[src/rtl/addition_stage2_aligner.sv]
// addition_stage2_aligner: iterative right-aligner for the smaller FP adder operand
// Shifts {hidden,mantissa,G,R,S} one bit per cycle with sticky accumulation and a saturation fast-path.
module addition_stage2_aligner #(
    parameter int MENT_WIDTH = 23,
    parameter int EXPO_WIDTH = 8,
    parameter int ALGN_WIDTH = MENT_WIDTH + 4
) (
    input  logic                  clk_in,
    input  logic                  rst_in,
    input  logic                  valid_in,
    output logic                  ready_out,
    input  logic [EXPO_WIDTH:0]   exp_diff_in,
    input  logic [MENT_WIDTH-1:0] smaller_operand_in,
    input  logic                  smaller_hidden_in,
    output logic                  valid_out,
    input  logic                  ready_in,
    output logic [ALGN_WIDTH-1:0] aligned_operand_out,
    output logic                  swap_out
);
    localparam int CW = $clog2(ALGN_WIDTH);
    localparam logic [EXPO_WIDTH:0] ALGN_MAG = (EXPO_WIDTH + 1)'(ALGN_WIDTH);
    typedef enum logic [1:0] {IDLE, SHIFT, DONE} state_t;
    state_t                state, state_nx;
    logic [ALGN_WIDTH-1:0] sr, sr_nx;
    logic [CW-1:0]         count, count_nx;
    logic                  swap_nx;
    logic [EXPO_WIDTH:0]   mag;
    // -256 negates to itself and reads as unsigned 256, which saturates
    assign mag = exp_diff_in[EXPO_WIDTH] ? -exp_diff_in : exp_diff_in;
    assign ready_out = (state == IDLE);
    assign valid_out = (state == DONE);
    assign aligned_operand_out = sr;
    always_comb begin
        state_nx = state;
        sr_nx    = sr;
        count_nx = count;
        swap_nx  = swap_out;
        case (state)
            IDLE: if (valid_in) begin
                sr_nx   = {smaller_hidden_in, smaller_operand_in, 3'b000};
                swap_nx = exp_diff_in[EXPO_WIDTH];
                if (mag == '0) begin
                    state_nx = DONE;
                end else if (mag < ALGN_MAG) begin
                    count_nx = mag[CW-1:0];
                    state_nx = SHIFT;
                end else begin
                    sr_nx    = {{(ALGN_WIDTH-1){1'b0}}, |{smaller_hidden_in, smaller_operand_in}};
                    state_nx = DONE;
                end
            end
            SHIFT: begin
                sr_nx    = {1'b0, sr[ALGN_WIDTH-1:2], sr[1] | sr[0]};
                count_nx = count - CW'(1);
                state_nx = (count == CW'(1)) ? DONE : SHIFT;
            end
            DONE: state_nx = ready_in ? IDLE : DONE;
            default: state_nx = IDLE;
        endcase
    end
    always_ff @(posedge clk_in) begin
        if (rst_in) begin
            state    <= IDLE;
            sr       <= '0;
            count    <= '0;
            swap_out <= 1'b0;
        end else begin
            state    <= state_nx;
            sr       <= sr_nx;
            count    <= count_nx;
            swap_out <= swap_nx;
        end
    end
endmodule

[config.mk]
export PLATFORM = sky130hd
export DESIGN_NAME = addition_stage2_aligner
export DESIGN_NICKNAME = d
export VERILOG_FILES = /design/src/rtl/addition_stage2_aligner.sv
export SDC_FILE = /design/constraint.sdc
export NUM_CORES = 1
export LEC_CHECK = 0
export CAP_MARGIN = 5
export CORE_MARGIN = 3
export CORE_UTILIZATION = 30
export DETAILED_ROUTE_END_ITERATION = 6
export PLACE_DENSITY = 0.58
export SKIP_CTS_REPAIR_TIMING = 1
export SLEW_MARGIN = 20
export SYNTH_ARGS = -nofsm -noshare
export SYNTH_HDL_FRONTEND = slang
export SYNTH_SLANG_ARGS = --single-unit
export TNS_END_PERCENT = 100
[constraint.sdc]
create_clock -name clk_in -period 3.2 [get_ports clk_in]
set_input_delay 0.32 -clock clk_in [delete_from_list [all_inputs] [get_ports clk_in]]
set_output_delay 0.32 -clock clk_in [all_outputs]
set_load 0.02 [all_outputs]
==> results of run 1 <==
==> stage by stage <==
stage | utilization, % | setup slack (ns) | hold slack (ns) | area (um2)
final | 45.55 | 0.3915 | 0.4620 | 2729
after global routing | 45.55 | 0.2039 | 0.5081 | 2729
after global placement | 44.15 | 0.2109 | 0.4474 | 2645
after detailed placement | 44.15 | 0.1203 | 0.4531 | 2645
after CTS | 45.55 | 0.4084 | 0.4631 | 2729
after floorplan | - | 0.6413 | 0.4297 | 1878
==> sequential cells by signal (all words and copies together) (netlist names) <==
register and flops:
aligned_operand_out 27, count 5, state 2, swap_out 1
==> routing by layer <==
metal	part of all wire, %	global-route usage (%)	up-vias
li1	-	-	968
met1	47	21.97	965
met2	47	24.29	67
met3	4.9	2.913	5
met4	0.94	4.317	0
met5	0	0	-
==> worst paths after layout <==
kind                        from  slack [ns]                endpoint
setup reg to reg        state[0]        1.27  aligned_operand_out[5]
setup / recovery  exp_diff_in[0]        0.39                count[4]
hold reg to reg         swap_out        0.46                swap_out
hold / removal          swap_out        0.46                swap_out
==> tightest hold or removal path: stages, from the launching register on <==
cell,delay [ns]
dfxtp_1,0.32
nand2_1,0.05
a21oi_1,0.05
==> cell type report <==
type | count | area (um2)
inverter | 8 | 30.03
timing repair buffer | 76 | 748.2
clock inverter | 3 | 15.01
tap | 75 | 93.84
fill | 610 | 3262
sequential | 35 | 700.7
clock buffer | 5 | 68.82
multi-input combinational | 154 | 1072
==> where the power goes <==
part           switching, uW  total (uW)  internal (uW)  leakage [uW]
logic                    130         248            118      0.000627
clock network            158         307            149     0.0000477
registers               13.3         463            449      0.000283
==> cell families after synthesis <==
group | after synthesis
flip-flops | 35
adder cells (fa/ha/maj) | 3
AND/OR/NAND/NOR | 81
XOR/XNOR | 5
multiplexers | 2
buffers and inverters | 25
AO/OA/AOI/OAI | 63
==> cell usage in the layout, fill, tap and decap left out, drive strengths merged, types with 3 or more instances in the layout <==
master | synthesis | routed
a211oi | 5 | 5
a21oi | 9 | 9
a222oi | 23 | 23
a22oi | 3 | 3
a311oi | 3 | 3
buf | 7 | 10
clkbuf | 10 | 5
clkdlybuf4s50 | 0 | 66
clkinv | 0 | 3
dfxtp | 35 | 35
ha | 3 | 3
inv | 8 | 8
nand2 | 8 | 8
nand3 | 4 | 4
nor2 | 37 | 37
nor2b | 4 | 4
nor3 | 6 | 6
nor4 | 9 | 9
o21ai | 4 | 4
or3 | 3 | 3
xnor2 | 4 | 4
==> flow_summary.yaml, run 1 <==
global_routing:
  grt_pass1_vias: 1851
  grt_overflow: 0
  grt_pass1_wl_um: 9246
  antenna_found_initial: 0
  grt_max_degree: 33
  grt_util_all_layers_pct: 15.57
place:
  hpwlAfterDp_um: 4095
  io_buffer_count: 66
  gp_congestion: 0.8032
  place_inst: 348
synthesis:
  synth.top_cell.area_share_pct: 37.31
  synth_top_family_by_area: "compound AO/OA/AOI/OAI gates"
  async_flop_share_pct: 0
  synth_compound_area_share_pct: 28.38
  synthAdderAreaFrac_pct: 1.999
  muxShareOfSynthArea_pct: 1.066
  synth_seq_area_share_pct: 37.31
  ys_types: 52
  synth_xor_area_share_pct: 2.332
  synth.most_common_cell: "nor2_1"
  netlist_instances: 214
  synth_common_cells: "37 x nor2_1, 35 x dfxtp_1, 23 x a222oi_1, 10 x clkbuf_1"
  synth_top_cell_by_area: "dfxtp_1"
  netlist_area_mm2: 0.001878
  synthFlopType: "dfxtp_1"
  yosysWarnings: 0
  yosys-top-cells-area: "dfxtp_1 37%, a222oi_1 12%, nor2_1 7.4%"
  avgSynthCellArea_um2: 8.776
  synth_nets: 254
  synth_edf_count: 0
  synth-seq-cells: 35
  synthSimpleGateAreaFrac_pct: 22.98
clock_tree:
  cts_tree: "yes"
  clock_latency_ns: 0.28
  cts_max_level: 2
  cts_num_sinks: 35
  numCtsBuffers: 5
  clock_path_buffers: 2
  clkTransAtPathRegs_ns: 0.07
  cts-root-buf: "clkbuf_8"
critical_path:
  cp_num_cells: 9
  critPathTopFamily: "simple AND/OR/NAND/NOR gates"
  start_kind: "input pin"
  crit_slowest_cell: "or4b_1"
  max_stage_delay_ns: 0.53
  worstRegToRegCells: 7
  crit_buf_inv: 2
  crit_chain: "clkdlybuf4s50_1, inv_1, ha_1, or3b_1, a211oi_2, or4b_1, a21oi_2, nor4_1, a31o_1"
  worst_setup_path_end_kind: "flop"
  worstPathArrival_ns: 2.98
  required_ns: 3.37
  criticalPathCategory: "input pin to flop"
  worstPathMaxFanout: 8
timing:
  tightest_slew_ns: 0.8742
  drv_slew: 0
  rsz0062_at_grt: "false"
  tns_ns: 0
  setup-violations-final: 0
  skew_ns: 0.005836
  min_period_ns: 2.809
  relSlewSlack_pct: 41.54
  fmax_mhz: 356.1
  hold_violations: 0
  final.period_utilization_pct: 87.77
power:
  power_density_mw_per_mm2: 372.8
  vdd_drop_max_v: 0.0002241
  power_uw: 1017
  p_leak_uw: 0.0009581
die:
  chipWidth_um: 85.12
  floorplan.die_area_mm2: 0.007245
  core-area_mm2: 0.005991
  pin_count: 67
  start_util_pct: 31.35
  die_y_um: 85.12
  num_rows: 28
flow_run:
  maxCapViolations: 0
finish:
  nets: 320
  syn_to_final_growth_pct: 45.30
  drive_above_1_share_pct: 10.68
  num_antenna_cells: 0
  fin_cells: 356
detailed_routing:
  drt_first_iter_violations: 187
  antenna_left: 0
  firstDrtPassIters: 7
  wirelength_um: 5541
  drc: 0
  vias_per_cell: 5.632
  wl_per_cell_um: 15.56
  vias: 2005
hold_path:
  hp-class: "flop to flop"
  holdPathStages: 2
status:
  outcome: "finished clean"
(Power assumes the default switching activity.)
==> run 2: changes to the inputs <==
--- a/config.mk
+++ b/config.mk
@@ -6,7 +6,6 @@
 export NUM_CORES = 1
 export LEC_CHECK = 0
 export CAP_MARGIN = 5
-export CORE_MARGIN = 3
 export CORE_UTILIZATION = 30
 export DETAILED_ROUTE_END_ITERATION = 6
 export PLACE_DENSITY = 0.58
@@ -15,4 +14,4 @@
 export SYNTH_ARGS = -nofsm -noshare
 export SYNTH_HDL_FRONTEND = slang
 export SYNTH_SLANG_ARGS = --single-unit
-export TNS_END_PERCENT = 100
+export TNS_END_PERCENT = 10
==> flow_summary.yaml, run 2 (same netlist as run 1, synthesis figures left out) <==
timing:
  final.period_utilization_pct: 86.50
  rsz0062_at_grt: "false"
  relSlewSlack_pct: 52.00
  skew_ns: 0.005211
  min_period_ns: 2.768
  setup-violations-final: 0
  fmax_mhz: 361.3
  hold_ws_ns: 0.4702
  setup_slack_ns: 0.4321
  drv_slew: 0
  tns_ns: 0
  tightest_slew_ns: 0.7156
  hold_violations: 0
finish:
  register_area_um2: 700.7
  largest_reg_flops: 27
  multi_input_area_mm2: 0.001072
  num_antenna_cells: 0
  stdcell_area_mm2: 0.002733
  drive_above_1_share_pct: 10.36
  layout_common_cells: "66 x clkdlybuf4s50_1, 36 x nor2_1, 35 x dfxtp_1, 23 x a222oi_1, 9 x buf_4"
  final_common_cell: "clkdlybuf4s50_1"
  nets: 320
  syn_to_final_growth_pct: 45.50
  fillers: 588
  post-route-util_pct: 45.61
power:
  p_sw_share_pct: 28.59
  power_density_mw_per_mm2: 377.1
  p_leak_uw: 0.0009575
  p_clk_share_pct: 31.0
  comb_power_share_pct: 24.1
  vdd_drop_max_v: 0.0002245
  p_int_uw: 735.9
  p_seq_share_pct: 44.9
  switchingPower_uw: 294.6
critical_path:
  worstPathMaxFanout: 8
  r2r_start: "state[1]"
  required_ns: 3.37
  worstRegToRegCells: 7
  reg2reg_to: "aligned_operand_out[7]"
  start_kind: "input pin"
  worst_setup_path_end_kind: "flop"
  regToRegSetupSlack_ns: 1.26
  criticalPathCategory: "input pin to flop"
  worstPathArrival_ns: 2.94
die:
  floorplan.die_area_mm2: 0.006580
  pin_count: 67
  num_rows: 28
  chipWidth_um: 81.12
  die_y_um: 81.12
  start_util_pct: 31.35
  core-area_mm2: 0.005991
detailed_routing:
  drc: 0
  firstDrtPassIters: 7
  wl_per_cell_um: 15.25
  vias: 1985
  vias_per_cell: 5.592
  antenna_left: 0
  wirelength_um: 5413
  drt_first_iter_violations: 228
clock_tree:
  clkTransAtPathRegs_ns: 0.07
  numCtsBuffers: 5
  cts_max_level: 2
  clock_latency_ns: 0.28
  clock_path_buffers: 2
  cts_tree: "yes"
  cts_num_sinks: 35
  cts-root-buf: "clkbuf_8"
global_routing:
  grt_overflow: 0
  grt_util_all_layers_pct: 16.89
  grt_max_degree: 33
  antenna_found_initial: 0
  grt_pass1_wl_um: 8583
  grt_pass1_vias: 1743
place:
  placed_area_mm2: 0.002645
  dp_worst_setup_slack_ns: 0.1575
  hpwlAfterDp_um: 3996
  gp_congestion: 0.7972
  io_buffer_count: 66
hold_path:
  hold_start: "swap_out"
  min_to: "swap_out"
  hp-class: "flop to flop"
  holdPathStages: 2
status:
  outcome: "finished clean"
flow_run:
  maxCapViolations: 0
run 2: cell types whose count changed in the layout (fill, tap and decap cells not counted):
cell,delta
clkinv_2,-2
clkbuf_8,+1
run 2: stage by stage:
stage,power (uW),instances
after global placement,720.3,348
after CTS,1041,355
after detailed placement,720.0,348
after global routing,1086,355
final,1031,355
after floorplan,608.0,214
run 2: routing by layer:
layer	vias up	part of all wire [%]	GRT usage [%]
met2	63	46	25.29
met5	-	0	0
met3	5	4.7	3.034
met4	0	0.67	4.821
li1	964	-	-
met1	953	48	24.44
run 2: power by group through the flow:
stage                     Clock, uW  Combinational [uW]  Sequential [uW]
after global routing            350                 272              464
after floorplan                   0                 130              477
after global placement            0                 248              473
after CTS                       330                 248              462
final                           320                 248              463
after detailed placement          0                 248              472
run 2: worst max-delay path by stage:
stage	from	endpoint	cells past startpoint	slack, ns
final	exp_diff_in[0]	count[4]	9	0.43
after global routing	exp_diff_in[0]	count[4]	9	0.24
after CTS	exp_diff_in[0]	count[4]	9	0.45
after detailed placement	exp_diff_in[0]	count[4]	9	0.16
after global placement	exp_diff_in[0]	count[4]	9	0.24
after floorplan	exp_diff_in[0]	count[1]	10	0.64
run 2: cell type report:
cell class                      count  area share (%)
Inverter                            8           1.099
Tap cell                           75           3.434
Clock buffer                        6           3.022
Multi-Input combinational cell    154           39.24
Clock inverter                      1          0.1832
Timing Repair Buffer               76           27.38
Sequential cell                    35           25.64
run 2: critical path: stages:
cell and delay (ns):
clkdlybuf4s50_1 0.42, inv_1 0.10, ha_1 0.30, or3b_1 0.40, a211oi_2 0.25, or4b_1 0.53, a21oi_2 0.32, nor4_1 0.09
a31o_1 0.21
